[config.mk]
export PLATFORM = sky130hd
export DESIGN_NAME = rr_moore_arbiter
export DESIGN_NICKNAME = d
export VERILOG_FILES = /design/src/rtl/rr_moore_arbiter.sv
export SDC_FILE = /design/constraint.sdc
export NUM_CORES = 1
export LEC_CHECK = 0
export ABC_AREA = 1
export CAP_MARGIN = 10
export CORE_UTILIZATION = 49
export CTS_CLUSTER_DIAMETER = 30
export CTS_CLUSTER_SIZE = 28
export DETAILED_ROUTE_END_ITERATION = 16
export PLACE_DENSITY = 0.74
export SLEW_MARGIN = 20
export SYNTH_ARGS = -nofsm -noshare
export SYNTH_HDL_FRONTEND = slang
export SYNTH_SLANG_ARGS = --single-unit
[constraint.sdc]
create_clock -name clock -period 1.75 [get_ports clock]
set_clock_uncertainty 0.2 [all_clocks]
set_input_delay 0.2625 -clock clock [delete_from_list [all_inputs] [get_ports clock]]
set_output_delay 0.2625 -clock clock [all_outputs]
set_load 0.01 [all_outputs]
[src/rtl/rr_moore_arbiter.sv]
// rr_moore_arbiter: N-channel round-robin arbiter with Moore grant outputs.
// Each grant is followed by one dead cycle for bus turnaround. If another
// channel is waiting, a grant is limited to MAX_HOLD cycles.
// Optional macro ARB_LOCK_EN adds the lock input. While the owner holds
// lock=1, its grant does not expire and its tenure counter is frozen.
// Ports:
//   clock      system clock, rising edge
//   reset_n    asynchronous active-low reset
//   req        per-channel level request, held until done
//   lock       (ARB_LOCK_EN only) suppress expiry while in GRANT
//   gnt        one-hot grant, all-zero when nobody owns
//   gnt_id     index of current owner, 0 when gnt_valid=0
//   gnt_valid  OR of gnt
//   expired    1-cycle pulse in a dead cycle caused by tenure expiry
module rr_moore_arbiter #(
   parameter int unsigned N        = 4,
   parameter int unsigned MAX_HOLD = 8,
   parameter int unsigned IDW      = $clog2(N)
) (
   input  logic           clock,
   input  logic           reset_n,
   input  logic [N-1:0]   req,
`ifdef ARB_LOCK_EN
   input  logic           lock,
`endif
   output logic [N-1:0]   gnt,
   output logic [IDW-1:0] gnt_id,
   output logic           gnt_valid,
   output logic           expired
);

   localparam int unsigned HCW = $clog2(MAX_HOLD + 1);

   typedef enum logic [1:0] {
      IDLE    = 2'd0,
      GRANT   = 2'd1,
      RELEASE = 2'd2
   } state_t;

   state_t         state, state_d;
   logic [IDW-1:0] owner, owner_d;
   logic [IDW-1:0] rr_ptr, rr_ptr_d;
   logic [HCW-1:0] hold_cnt, hold_cnt_d;
   logic           exp_flag, exp_flag_d;

   logic [IDW-1:0] winner;
   logic [IDW-1:0] owner_inc;
   logic [N-1:0]   own_mask;
   logic [N-1:0]   req_rot;
   logic [2*N-1:0] req_dbl;
   logic           any_req;
   logic           owner_req;
   logic           others;
   logic           lock_act;

`ifdef ARB_LOCK_EN
   assign lock_act = lock;
`else
   assign lock_act = 1'b0;
`endif

   assign own_mask  = N'(1) << owner;
   assign owner_req = |(req & own_mask);
   assign others    = |(req & ~own_mask);
   assign owner_inc = (owner == IDW'(N - 1)) ? '0 : owner + IDW'(1);

   // Rotate req so that bit 0 is the channel at rr_ptr, then pick the first set bit.
   always_comb begin
      int unsigned sum;
      sum     = 0;
      req_dbl = {req, req} >> rr_ptr;
      req_rot = req_dbl[N-1:0];
      winner  = '0;
      any_req = 1'b0;
      for (int unsigned i = 0; i < N; i++) begin
         if (!any_req && ((req_rot >> i) & N'(1)) != '0) begin
            any_req = 1'b1;
            sum     = 32'(rr_ptr) + i;
            if (sum >= N) sum = sum - N;
            winner  = IDW'(sum);
         end
      end
   end

   // Next-state logic.
   always_comb begin
      state_d    = state;
      owner_d    = owner;
      rr_ptr_d   = rr_ptr;
      hold_cnt_d = hold_cnt;
      exp_flag_d = 1'b0;
      case (state)
         IDLE, RELEASE: begin
            if (any_req) begin
               state_d    = GRANT;
               owner_d    = winner;
               hold_cnt_d = '0;
            end else begin
               state_d = IDLE;
            end
         end
         GRANT: begin
            if (!owner_req) begin
               state_d  = RELEASE;
               rr_ptr_d = owner_inc;
            end else if (!lock_act && others && hold_cnt >= HCW'(MAX_HOLD - 1)) begin
               // >= rather than ==: a saturated counter must still expire
               // as soon as a competitor shows up.
               state_d    = RELEASE;
               exp_flag_d = 1'b1;
               rr_ptr_d   = owner_inc;
            end else if (!lock_act && hold_cnt != HCW'(MAX_HOLD)) begin
               hold_cnt_d = hold_cnt + HCW'(1);
            end
         end
         default: state_d = IDLE;
      endcase
   end

   // State registers.
   always_ff @(posedge clock or negedge reset_n) begin
      if (!reset_n) begin
         state    <= IDLE;
         owner    <= '0;
         rr_ptr   <= '0;
         hold_cnt <= '0;
         exp_flag <= 1'b0;
      end else begin
         state    <= state_d;
         owner    <= owner_d;
         rr_ptr   <= rr_ptr_d;
         hold_cnt <= hold_cnt_d;
         exp_flag <= exp_flag_d;
      end
   end

   // Registered Moore decode of the current state and owner.
   always_ff @(posedge clock or negedge reset_n) begin
      if (!reset_n) begin
         gnt       <= '0;
         gnt_id    <= '0;
         gnt_valid <= 1'b0;
         expired   <= 1'b0;
      end else begin
         gnt       <= (state == GRANT) ? own_mask : '0;
         gnt_id    <= (state == GRANT) ? owner : '0;
         gnt_valid <= (state == GRANT);
         expired   <= (state == RELEASE) && exp_flag;
      end
   end

endmodule

Yosys cells after proc, flatten, opt, wreduce, memory -nomap -nowiden --
Cells that the tools add are included.
Word-level totals: output and inout port bits 8, bits of input ports 6, bits in registers 19, word-level logic and storage cells 83
Operators by class: multiplexer cells 29, add/sub/neg operators 9, bitwise logic cells 3, order comparisons 5, eq/ne operators 10, reduce and logical (&&, ||, !) cells 16, shift-type cells 2
Operators with widths (count):
- two-way mux 2 bit | 14
- two-way mux 4 bit | 5
- >= comparator 3 bit, second input constant | 3
- bitwise AND 4 bit | 2
- two-way mux 1 bit | 8
- != test 2 bit, second input constant | 4
- one-hot mux 4 bit (2 select lines) | 1
- OR reduction 4 bit | 2
- >> shifter 8 x 2 -> 4 bit | 1
- subtractor 2 x 1 -> 2 bit, second input constant | 4
- adder 2 x 2 -> 3 bit, second input constant | 2
- logical AND 1 bit | 5
- AND reduction 5 bit | 1
- adder 4 x 1 -> 4 bit, second input constant | 1
- == test 2 bit, second input constant | 2
- >= comparator 4 x 3 -> 1 bit, second input constant | 1
- != test 4 bit, second input constant | 1
- inverter 4 bit | 1
- one-hot mux 2 bit (2 select lines) | 1
- AND reduction 2 bit | 2
- left shift 1 x 2 -> 4 bit, first input constant | 1
- adder 2 x 1 -> 3 bit, second input constant | 1
- >= comparator 2 x 3 -> 1 bit, second input constant | 1
- logical NOT 1 bit | 3
- 7 further kinds | 7

Longest topological paths before layout --
Gate-level depths: netlist of run 1.
depth after elaboration 13, gate-level depth with buffers 13

Least setup slack after synthesis of run 1 --
No wires, ideal clock.
kind register to register, start point reg owner[0], end point reg hold_cnt[0], data required time 1.477 ns, setup time 0.073 ns, setup slack 0.119 ns, arrival time 1.358 ns, stages on the path, launching flop included 11, path through dfrtp_1 > inv_1 > ha_1 > inv_1 > o21ai_0 > nor2_2 > nor2_4 > nand3_4 > nand2_1 > inv_1 > a21oi_2
On the way: word-level cells in the longest chain between the ends 7, elaborated cells on any way between the ends 10
RTL lines:
- from (decl) | RTL line 41 | logic [IDW-1:0] owner, owner_d;
- from (signal assigned) | RTL line 130 | owner <= owner_d;
- left shift 1 x 2 -> 4 bit * | RTL line 62 | assign own_mask = N'(1) << owner;
- inverter 4 bit | RTL line 64 | assign others = |(req & ~own_mask);
- bitwise AND 4 bit | RTL line 64
- OR reduction 4 bit | RTL line 64
- logical AND 1 bit | RTL line 106 | end else if (!lock_act && others && hold_cnt >= HCW'(MAX_HOLD - 1)) begin
- != test 2 bit (no source line)
- AND reduction 5 bit (no source line) *
- to (signal assigned) | RTL line 132 | hold_cnt <= hold_cnt_d;
- to (decl) | RTL line 43 | logic [HCW-1:0] hold_cnt, hold_cnt_d;
Every way passes the cells marked *; elsewhere a longest branch is shown, timed or not. A chain may end at the register's enable or synchronous reset.

Worst setup path after layout of run 1 --
start point reg owner[0], end point reg rr_ptr[0]
On the way: word-level cells in the longest chain between the ends 7, elaborated cells on any way between the ends 14
RTL lines:
- left shift 1 x 2 -> 4 bit | RTL line 62
- inverter 4 bit | RTL line 64
- bitwise AND 4 bit | RTL line 64
- OR reduction 4 bit | RTL line 64
- logical AND 1 bit | RTL line 106
- != test 2 x 1 -> 1 bit (no source line)
- AND reduction 2 bit (no source line)
- to (signal assigned) | RTL line 131 | rr_ptr <= rr_ptr_d;
- to (decl) | RTL line 42 | logic [IDW-1:0] rr_ptr, rr_ptr_d;
Several ways; a longest one is shown, not always the timed one. The select of a mux whose other input is x is not followed.

==> key figures, run 1 <==
Pwr
  – Reported leakage power: between 0.7 and 0.8 nW
  – Maximum vdd ir drop: 0.00108 V
  – PwrDens: 1750 nW/um^2

Clock tree
  – CTS tree: built
  – Source-to-sink clock delay at the later pin of the worst-skew pair: 0.31 ns
  – # hold bufs at CTS: 0
  – CTS H-tree depth: 1
  – Clk pin slew, worst setup/hold paths: 0.11 ns
  – Sink count of the clock tree: 19
  – Maximum root-to-sink buffer count: 2
  – CTS Root Cell: sky130_fd_sc_hd__clkbuf_4
  – Clock buffer count from CTS: 3

Global route
  – First-pass GRT wire length: roughly 4300 um
  – Number of antenna violations at the first check in global routing: 0
  – Pin count of the biggest net entering global routing: 20
  – Number of global-route vias before repair: 988
  – Aggregate global-route resource usage: 0.223
  – Overall overflow remaining after global route: 0

Synthesis
  – Synthesized-area fraction occupied by ao, oa, aoi and oai cells: 0.0370
  – Multiplexer share of the synthesized area: 0
  – Xor and xnor fraction of the mapped netlist area: 0.0144
  – Arithmetic-cell share of the synthesized area counting full adders, half adders and majority gates: 0.0617
  – Post-synthesis cell type count: 27
  – Number of nets in the synthesized netlist: 161
  – #FFs+latches synth: 19
  – Simple logic cell fraction of the synthesized area: 0.399
  – Cell area after synthesis: 1220 sq um
  – Mean area per synthesized cell: 8.17 sq um
  – Sequential fraction of the synthesis area: 0.391
  – Yosys Warn Count: 0
  – Number of cells produced by synthesis: between 100 and 150
  – Combinational family with the most area after synthesis: simple AND/OR/NAND/NOR gates

Route
  – Antenna viol nets, final: 0
  – First-iteration detailed-routing DRC count: 20
  – Detailed-routing iteration count for the pre-antenna-repair pass: 4
  – Post-detailed-route DRC marker count: 0
  – Wire length per cell after detailed routing: 13.5 um
  – Final wirelength: 2790 um
  – Via count normalized by instance count: approximately 5.0
  – Vias: 1,025

Flow run
  – Max Cap Viol: 0

Setup path
  – CP max stage delay: 0.47 ns
  – Endpoint kind of the worst setup timing path: register
  – Worst Path Required: around 1.8 ns
  – Startpoint Class: register
  – Type of the worst setup path: reg -> reg
  – CP arrival: around 1.8 ns
  – Crit-path cells: buf_6, ha_4, nand2_2, o21ai_2, nor2_2, nor2_4, a21oi_4, nand3_2, o21ai_1
  – Crit path max fanout: 5
  – Register-to-Register Setup Slack: -0.01 ns
  – Cells on worst reg2reg path: 9
  – Worst reg2reg path startpoint: owner[0]$_DFFE_PN0P_
  – Destination of the worst register-to-register timing path: rr_ptr[0]$_DFFE_PN0P_
  – CP max stage cell: sky130_fd_sc_hd__dfrtp_2
  – First element of the critical path: owner[0]$_DFFE_PN0P_

Floorplan
  – Starting Density: 0.535
  – # rows: 17
  – Core region area: about 2300 sq um
  – Die height: 51.8 um
  – IO Pins: 14
  – Die span in x: 51.8 um
  – Die Outline Area: 2690 sq um

STA
  – Setup Viol. Count Final: 2
  – Setup slack after layout: -0.0119 ns
  – Relative max-transition margin: 0.822
  – Final Hold Fails: 0
  – Post-route worst hold slack: 0.0690 ns
  – Final period demand of the worst path: 1.76 ns
  – Max-slew violation total from the final report: 0
  – Final worst-path cycle share: 1.01
  – Least-Margin Pin Slew: 0.267 ns
  – Highest clock rate: 568 MHz
  – Setup repair after global routing missed its margin: true

Cells and area
  – Diodes inserted: 0
  – Top library cells by usage in the layout, fill and taps aside: 30 x sky130_fd_sc_hd__nand2_1, 16 x sky130_fd_sc_hd__dfrtp_1, 15 x sky130_fd_sc_hd__inv_1
  – Post-layout instance count excluding filler cells: between 200 and 250
  – Number of nets in the final layout: around 190
  – Count of filler cells inserted in the layout: 163
  – Area growth, synth to finish: 31.0%
  – Layout cells sized above 1: 0.393
  – Leading cell type in the layout, fill and taps excluded: sky130_fd_sc_hd__nand2_1
  – Final core area utilization: 0.701

Placed design
  – Cells after DPL: 196
  – Placer Congestion: about 0.72
  – Buffers added on ports: 13
  – Placed wire-length estimate after detailed placement: 1910 um

Outcome
  – Failing checks: setup timing
  – Run status: finished with violations

Worst hold path
  – Class of the worst hold path: in -> async
==> how the worst max path moves through the flow <==
stage / to / slack (ns) / depth (start not counted)
final: rr_ptr[0]$_DFFE_PN0P_ / -0.01 / 9
after global routing: rr_ptr[0]$_DFFE_PN0P_ / -0.11 / 9
after CTS: hold_cnt[3]$_DFFE_PN0P_ / 0.0005 / 10
after detailed placement: hold_cnt[2]$_DFFE_PN0P_ / -0.19 / 9
after global placement: hold_cnt[0]$_DFFE_PN0P_ / -0.14 / 9
after floorplan: hold_cnt[0]$_DFFE_PN0P_ / 0.12 / 10
==> layout make-up <==
type                            count  area [sq um]  area share
Sequential cell                    19           479       0.300
Clock buffer                        3          22.5      0.0141
Clock inverter                      1          5.00     0.00314
Timing Repair Buffer               27           239       0.150
Inverter                           25           109      0.0682
Tap cell                           28          35.0      0.0220
Multi-Input combinational cell    103           706       0.442
==> cells by family after synthesis <==
kind of cell             Yosys count
AO/OA/AOI/OAI                      7
buffers and inverters             27
AND/OR/NAND/NOR                   88
flip-flops                        19
XOR/XNOR                           2
adder cells (fa/ha/maj)            6
==> through the flow <==
stage | setup TNS, ns | area [sq um] | worst slack [ns] | total power (W)
2_1_floorplan | 0 | 1220 | 0.119 | 0.00177
3_3_place_gp | -0.956 | 1430 | -0.138 | 0.00216
3_5_place_dp | -1.47 | 1430 | -0.190 | 0.00223
4_1_cts | 0 | 1480 | 0.000453 | 0.00252
5_1_grt | -0.608 | 1600 | -0.108 | 0.00299
6_report | -0.0143 | 1600 | -0.0119 | 0.00279
==> repair_timing <==
item                                    CTS  global route
endpoints found under the hold margin     0             0
gates resized for setup                   4            27
pin swaps                                 3             9
buffers inserted                          2             4
endpoints found under the setup margin    6            10
==> synth_stat cells <==
library cell | number | area share
sky130_fd_sc_hd__nand2_1 | 35 | 0.11
sky130_fd_sc_hd__inv_1 | 20 | 0.062
sky130_fd_sc_hd__dfrtp_1 | 19 | 0.39
sky130_fd_sc_hd__nor2_1 | 12 | 0.037
sky130_fd_sc_hd__nand3_1 | 11 | 0.045
sky130_fd_sc_hd__nand2_2 | 8 | 0.041
sky130_fd_sc_hd__ha_1 | 6 | 0.062
sky130_fd_sc_hd__nand2_4 | 5 | 0.046
sky130_fd_sc_hd__nor2_2 | 4 | 0.021
sky130_fd_sc_hd__inv_2 | 3 | 0.0092
sky130_fd_sc_hd__nand3_2 | 3 | 0.025
sky130_fd_sc_hd__nand4_1 | 3 | 0.015
sky130_fd_sc_hd__a21oi_2 | 2 | 0.014
sky130_fd_sc_hd__nor3_1 | 2 | 0.0082
sky130_fd_sc_hd__o21ai_0 | 2 | 0.0082
sky130_fd_sc_hd__o21ai_1 | 2 | 0.0082
sky130_fd_sc_hd__xor2_1 | 2 | 0.014
sky130_fd_sc_hd__buf_6 | 1 | 0.0092
sky130_fd_sc_hd__clkbuf_1 | 1 | 0.0031
sky130_fd_sc_hd__clkinv_4 | 1 | 0.0072
sky130_fd_sc_hd__inv_6 | 1 | 0.0072
sky130_fd_sc_hd__nand3_4 | 1 | 0.014
sky130_fd_sc_hd__nand3b_1 | 1 | 0.0062
sky130_fd_sc_hd__nand4_4 | 1 | 0.017
sky130_fd_sc_hd__nor2_4 | 1 | 0.0092
sky130_fd_sc_hd__o211ai_1 | 1 | 0.0062
sky130_fd_sc_hd__or2_1 | 1 | 0.0051
==> layer usage <==
metal	part of all wire	track usage	vias to the layer above	routed length, um
met2	0.51	0.382	12	1430
met3	0.019	0.0292	9	54
met1	0.44	0.279	483	1220
li1	-	-	521	-
met4	0.028	0.0946	0	77
met5	0	0	-	0
==> sequential cells by signal, summed over array words and instances (netlist names) <==
signal     cells
expired        1
gnt            4
rr_ptr         2
gnt_id         2
state          2
owner          2
gnt_valid      1
exp_flag       1
hold_cnt       4
==> worst max-delay path, delay by kind of cell, from the launching register on <==
family	cells	cell delay [ns]
adders and majority gates	1	0.15
and+or+nand+nor	4	0.38
AOI/OAI and AO/OA	3	0.35
DFF	1	0.47
buffers and inverters	1	0.14
==> power breakdown <==
part           switching [W]  internal, W  total, W
registers           0.000160     0.000589  0.000749
clock network       0.000146    0.0000857  0.000232
logic                0.00105     0.000754   0.00181
total                0.00136      0.00143   0.00279
No activity file was read; power rests on OpenSTA's default activity.
==> run 2, diff against run 1 <==
- CTS_CLUSTER_DIAMETER: 30 -> 40
==> results of run 2 <==
The final DEF is identical to that of run 1; final timing and power are the same.
==> run 3, diff against run 2 <==
- PLACE_DENSITY: 0.74 -> 0.83
==> key figures, run 3 (same netlist as run 1, synthesis figures left out) <==
Outcome
  – Run status: finished with violations (unchanged)
  – Failing checks: setup timing (unchanged)

Global route
  – Number of global-route vias before repair: 1,021 (was 988)
  – Number of antenna violations at the first check in global routing: 0 (unchanged)
  – Aggregate global-route resource usage: 0.222 (was 0.223)
  – Overall overflow remaining after global route: 0 (unchanged)
  – Pin count of the biggest net entering global routing: 20 (unchanged)
  – First-pass GRT wire length: 4370 um (was 4350 um)

Floorplan
  – IO Pins: 14 (unchanged)
  – Die span in x: 51.8 um (unchanged)
  – Starting Density: 0.535 (unchanged)
  – Die height: 51.8 um (unchanged)
  – Die Outline Area: 2690 sq um (unchanged)
  – # rows: 17 (unchanged)
  – Core region area: 2280 sq um (unchanged)

STA
  – Setup slack after layout: -0.110 ns (was -0.0119 ns)
  – Highest clock rate: 538 MHz (was 568 MHz)
  – Least-Margin Pin Slew: 0.312 ns (was 0.267 ns)
  – Final worst-path cycle share: 1.06 (was 1.01)
  – Final Hold Fails: 0 (unchanged)
  – Setup repair after global routing missed its margin: true (unchanged)
  – Relative max-transition margin: 0.792 (was 0.822)
  – Setup Viol. Count Final: 7 (was 2)
  – Max-slew violation total from the final report: 0 (unchanged)
  – Final period demand of the worst path: 1.86 ns (was 1.76 ns)

Route
  – Final wirelength: 3010 um (was 2790 um)
  – Wire length per cell after detailed routing: 14.8 um (was 13.5 um)
  – Via count normalized by instance count: 5.42 (was 4.98)
  – Post-detailed-route DRC marker count: 0 (unchanged)
  – First-iteration detailed-routing DRC count: 33 (was 20)
  – Detailed-routing iteration count for the pre-antenna-repair pass: 4 (unchanged)
  – Vias: 1,106 (was 1,025)
  – Antenna viol nets, final: 0 (unchanged)

Cells and area
  – Count of filler cells inserted in the layout: 166 (was 163)
  – Layout cells sized above 1: 0.375 (was 0.393)
  – Top library cells by usage in the layout, fill and taps aside: 31 x sky130_fd_sc_hd__nand2_1, 16 x sky130_fd_sc_hd__dfrtp_1, 14 x sky130_fd_sc_hd__inv_1 (was 30 x sky130_fd_sc_hd__nand2_1, 16 x sky130_fd_sc_hd__dfrtp_1, 15 x sky130_fd_sc_hd__inv_1)
  – Largest registers: gnt (4), hold_cnt (4) (unchanged)
  – Number of nets in the final layout: 189 (was 191)
  – Diodes inserted: 0 (unchanged)
  – Leading cell type in the layout, fill and taps excluded: sky130_fd_sc_hd__nand2_1 (unchanged)
  – Area growth, synth to finish: 30.8% (was 31.0%)
  – Post-layout instance count excluding filler cells: 204 (was 206)

Placed design
  – Cells after DPL: 195 (was 196)
  – Buffers added on ports: 13 (unchanged)
  – Placed wire-length estimate after detailed placement: 1900 um (was 1910 um)
  – Placer Congestion: 0.803 (was 0.724)
  – Post-placement setup slack: -0.157 ns (was -0.190 ns)

Setup path
  – Cells on worst reg2reg path: 8 (was 9)
  – Register-to-Register Setup Slack: -0.11 ns (was -0.01 ns)
  – CP arrival: 1.88 ns (was 1.80 ns)
  – Endpoint kind of the worst setup timing path: register (unchanged)
  – Destination of the worst register-to-register timing path: rr_ptr[0]$_DFFE_PN0P_ (unchanged)
  – Worst Path Required: 1.77 ns (was 1.79 ns)
  – Worst reg2reg path startpoint: owner[0]$_DFFE_PN0P_ (unchanged)
  – Crit path max fanout: 5 (unchanged)
  – Type of the worst setup path: reg -> reg (unchanged)
  – Startpoint Class: register (unchanged)

Clock tree
  – Source-to-sink clock delay at the later pin of the worst-skew pair: 0.30 ns (was 0.31 ns)
  – CTS H-tree depth: 1 (unchanged)
  – CTS Root Cell: sky130_fd_sc_hd__clkbuf_4 (unchanged)
  – Maximum root-to-sink buffer count: 2 (unchanged)
  – CTS tree: built (unchanged)
  – # hold bufs at CTS: 0 (unchanged)
  – Clk pin slew, worst setup/hold paths: 0.11 ns (about the same)
  – Clock buffer count from CTS: 3 (unchanged)
  – Sink count of the clock tree: 19 (unchanged)

Pwr
  – Maximum vdd ir drop: 0.00135 V (was 0.00108 V)
  – PwrDens: 1780 nW/um^2 (was 1750 nW/um^2)
  – Reported leakage power: 0.776 nW (was 0.784 nW)

Flow run
  – Max Cap Viol: 0 (unchanged)

Worst hold path
  – Class of the worst hold path: in -> async (unchanged)
==> run 3: worst max-delay path, cell delays in order (launching register included) <==
cell,delay [ns]
sky130_fd_sc_hd__dfrtp_2,0.48
sky130_fd_sc_hd__ha_2,0.22
sky130_fd_sc_hd__inv_2,0.08
sky130_fd_sc_hd__nand2_1,0.08
sky130_fd_sc_hd__nand4_1,0.13
sky130_fd_sc_hd__nand2_2,0.14
sky130_fd_sc_hd__a21oi_4,0.24
sky130_fd_sc_hd__nand3_2,0.12
sky130_fd_sc_hd__o21ai_1,0.09
==> run 3: per-layer routing <==
| metal | vias to the layer above | part of all wire | GRT usage |
|---|---|---|---|
| met3 | 15 | 0.042 | 0.0263 |
| met1 | 529 | 0.39 | 0.273 |
| met5 | - | 0 | 0 |
| met4 | 0 | 0.040 | 0.0811 |
| met2 | 45 | 0.53 | 0.395 |
| li1 | 517 | - | - |
==> run 3: final cells by class <==
class	instances	area [sq um]	share of cell area
clock buffer	4	26.3	0.0165
inverter	25	114	0.0715
multi-input combinational	103	718	0.451
sequential	19	479	0.301
tap	28	35.0	0.0220
timing repair buffer	25	220	0.138
==> run 3: timing repair <==
| action | CTS | global route |
|---|---|---|
| pin swaps | 7 | 11 |
| buffers inserted | 2 | 3 |
| resized for setup | 14 | 19 |
| setup endpoints to repair | 7 | 9 |
==> run 3: worst max path at each step <==
stage	start	endpoint	slack, ns	cells past startpoint
4_1_cts	owner[0]$_DFFE_PN0P_	hold_cnt[2]$_DFFE_PN0P_	0.01	10
3_3_place_gp	req[2]	hold_cnt[3]$_DFFE_PN0P_	-0.15	8
3_5_place_dp	req[3]	hold_cnt[2]$_DFFE_PN0P_	-0.16	11
5_1_grt	owner[0]$_DFFE_PN0P_	rr_ptr[1]$_DFFE_PN0P_	-0.17	8
6_report	owner[0]$_DFFE_PN0P_	rr_ptr[0]$_DFFE_PN0P_	-0.11	8
2_1_floorplan	owner[0]$_DFFE_PN0P_	hold_cnt[0]$_DFFE_PN0P_	0.12	10
==> run 3: per-stage QoR <==
step / hold WS (ns) / total power (W) / setup TNS, ns / instance area, sq um / util
floorplan: -0.233 / 0.00177 / 0 / 1220 / -
global placement: 0.210 / 0.00214 / -1.20 / 1420 / 0.624
detailed placement: 0.223 / 0.00221 / -1.33 / 1420 / 0.624
CTS: 0.0998 / 0.00257 / 0 / 1510 / 0.662
global route: 0.132 / 0.00303 / -0.969 / 1590 / 0.700
finish: 0.0820 / 0.00284 / -0.511 / 1590 / 0.700
==> run 3: power by group <==
part | switching (W) | total (W) | internal [W]
registers | 0.000160 | 0.000749 | 0.000589
logic | 0.00109 | 0.00187 | 0.000780
clock network | 0.000131 | 0.000219 | 0.0000888
total | 0.00138 | 0.00284 | 0.00146
==> variant (config.mk and constraints of run 1) <==
Change the parameter `MAX_HOLD` from 8 to 32.
--- a/src/rtl/rr_moore_arbiter.sv
+++ b/src/rtl/rr_moore_arbiter.sv
@@ -14,7 +14,7 @@
 //   expired    1-cycle pulse in a dead cycle caused by tenure expiry
 module rr_moore_arbiter #(
    parameter int unsigned N        = 4,
-   parameter int unsigned MAX_HOLD = 8,
+   parameter int unsigned MAX_HOLD = 32,
    parameter int unsigned IDW      = $clog2(N)
 ) (
    input  logic           clock,
Formal check against the unedited RTL: same outputs for any inputs over 10 cycles, from zero or initial values and one cycle with reset_n low; that may be too few to reach the edited logic, so the function may still have changed.
==> variant against run 1 <==
The flow still finishes with violations (setup timing). First-iteration DRC count grew 25%. Sequential cell count increased by 2. Wire length increased by 14%. Worst setup slack got worse by 0.041 ns. Synthesized cell count is 10% higher. Design area grew 7.7%. Synthesized area up 6.6%. Total power is 0.51% higher. Largest power group unchanged.
==> variant: results (changes against run 1) <==
INFO  cells_and_area nonClkBufAreaFrac=16.1% [+1.1 points]
INFO  sta            hold_ws=0.0793ns [+0.0103 ns]
INFO  worst_hold_path min-delay-path-class=in -> async
INFO  yosys          synth.top_cells.by_area=sky130_fd_sc_hd__dfrtp_1 41%, sky130_fd_sc_hd__nand2_1 11%, sky130_fd_sc_hd__inv_1 6.4%
INFO  sta            worst_pin_slew=0.293ns [+0.0259 ns]
INFO  routing        viasPerCell=5.14 [+3.2%]
INFO  cells_and_area fillCellCount=176 [+8.0%]
INFO  place          pre_cts_ws=-0.314ns [-0.124 ns]
INFO  run_status     run_status=finished with violations
INFO  run_status     violations=setup timing
INFO  routing        vias=1,171 [+14%]
INFO  cells_and_area clock_tree_area_fraction=1.53% [-0.20 points]
INFO  cells_and_area final.signal_buffer_count=32 [+19%]
INFO  yosys          synthesis.instances=164 [+10%]
INFO  cells_and_area seq_cells=21 [+2]
INFO  worst_setup_path critical_path.top_delay_family=simple AND/OR/NAND/NOR gates
INFO  yosys          xor_and_xnor_fraction_of_the_mapped_netlist_area=1.35% [-0.089 points]
INFO  worst_setup_path worstReg2RegEnd=hold_cnt[4]$_DFFE_PN0P_
INFO  yosys          synth_fa_ha_area_share=5.79% [-0.38 points]
INFO  worst_setup_path critPathMaxFanout=4 [-1]
INFO  yosys          post_synthesis_compound_gate_area_fraction=5.01% [+1.3 points]
INFO  pwr            power.static_leakage=0.856nW [+9.1%]
INFO  worst_setup_path critical_path_arrival=1.82ns [+0.02 ns]
INFO  cells_and_area multiInputCombCellCount=114 [+11%]
INFO  yosys          syn-num-nets=176 [+9.3%]
INFO  routing        detail_route.wl_per_cell=14.0µm [+3.4%]
INFO  routing        drt-initial-drc-count=25 [+25%]
INFO  cells_and_area largest_registers=hold_cnt (6), gnt (4)
INFO  yosys          synth_commonest_cells=37 x sky130_fd_sc_hd__nand2_1, 22 x sky130_fd_sc_hd__inv_1, 21 x sky130_fd_sc_hd__dfrtp_1, 18 x sky130_fd_sc_hd__nor2_1, 14 x sky130_fd_sc_hd__nand3_1
INFO  place          gp_congestion=0.818 [+13%]
INFO  pwr            vdd.ir_drop.worst=0.00106V [-2.0%]
INFO  cells_and_area layout-drive-gt1-share=35.9% [-3.5 points]
INFO  place          place.detailed.instances=214 [+9.2%]
INFO  cells_and_area register_share_of_the_cell_area=30.8% [+0.77 points]
INFO  grt            globalRouteTotalUtil=23.9% [+1.6 points]
INFO  cells_and_area final_layout_clock_buffer_total=4 [+1]
INFO  sta            final_critical_path_setup_slack=-0.0534ns [-0.0415 ns]
INFO  sta            setup_violations=7 [+5]
INFO  pwr            switching_share=46.6% [-2.1 points]
INFO  cts            gates_resized_cts_repair=12 [+8]
INFO  place          place.detailed.hpwl=1.99mm [+4.0%]
INFO  cells_and_area layout.non_clock_inverters=27 [+8.0%]
variant: per-stage QoR:
step           cell area [µm²]  power [mW]
6_report                  1720        2.80
5_1_grt                   1720        3.03
4_1_cts                   1610        2.55
3_5_place_dp              1510        2.16
3_3_place_gp              1510        2.10
2_1_floorplan             1300        1.73
variant: layer usage:
metal  GRT usage [%]  wire length, µm
met1            28.5             1240
met3            2.01              107
met5               0                0
met2            41.7             1750
met4            13.2               93
variant: power groups by stage:
| stage | sequential, mW | clock, mW | combinational (mW) |
|---|---|---|---|
| after floorplan | 0.750 | 0 | 0.982 |
| after global placement | 0.752 | 0 | 1.34 |
| after detailed placement | 0.760 | 0 | 1.40 |
| after CTS | 0.757 | 0.233 | 1.56 |
| after global routing | 0.801 | 0.272 | 1.96 |
| final | 0.780 | 0.240 | 1.78 |
variant: logic make-up after synthesis:
family,Yosys count
simple gates,96
buf+inv,30
flops,21
compound gates,9
fa+ha+maj,6
xor+xnor,2
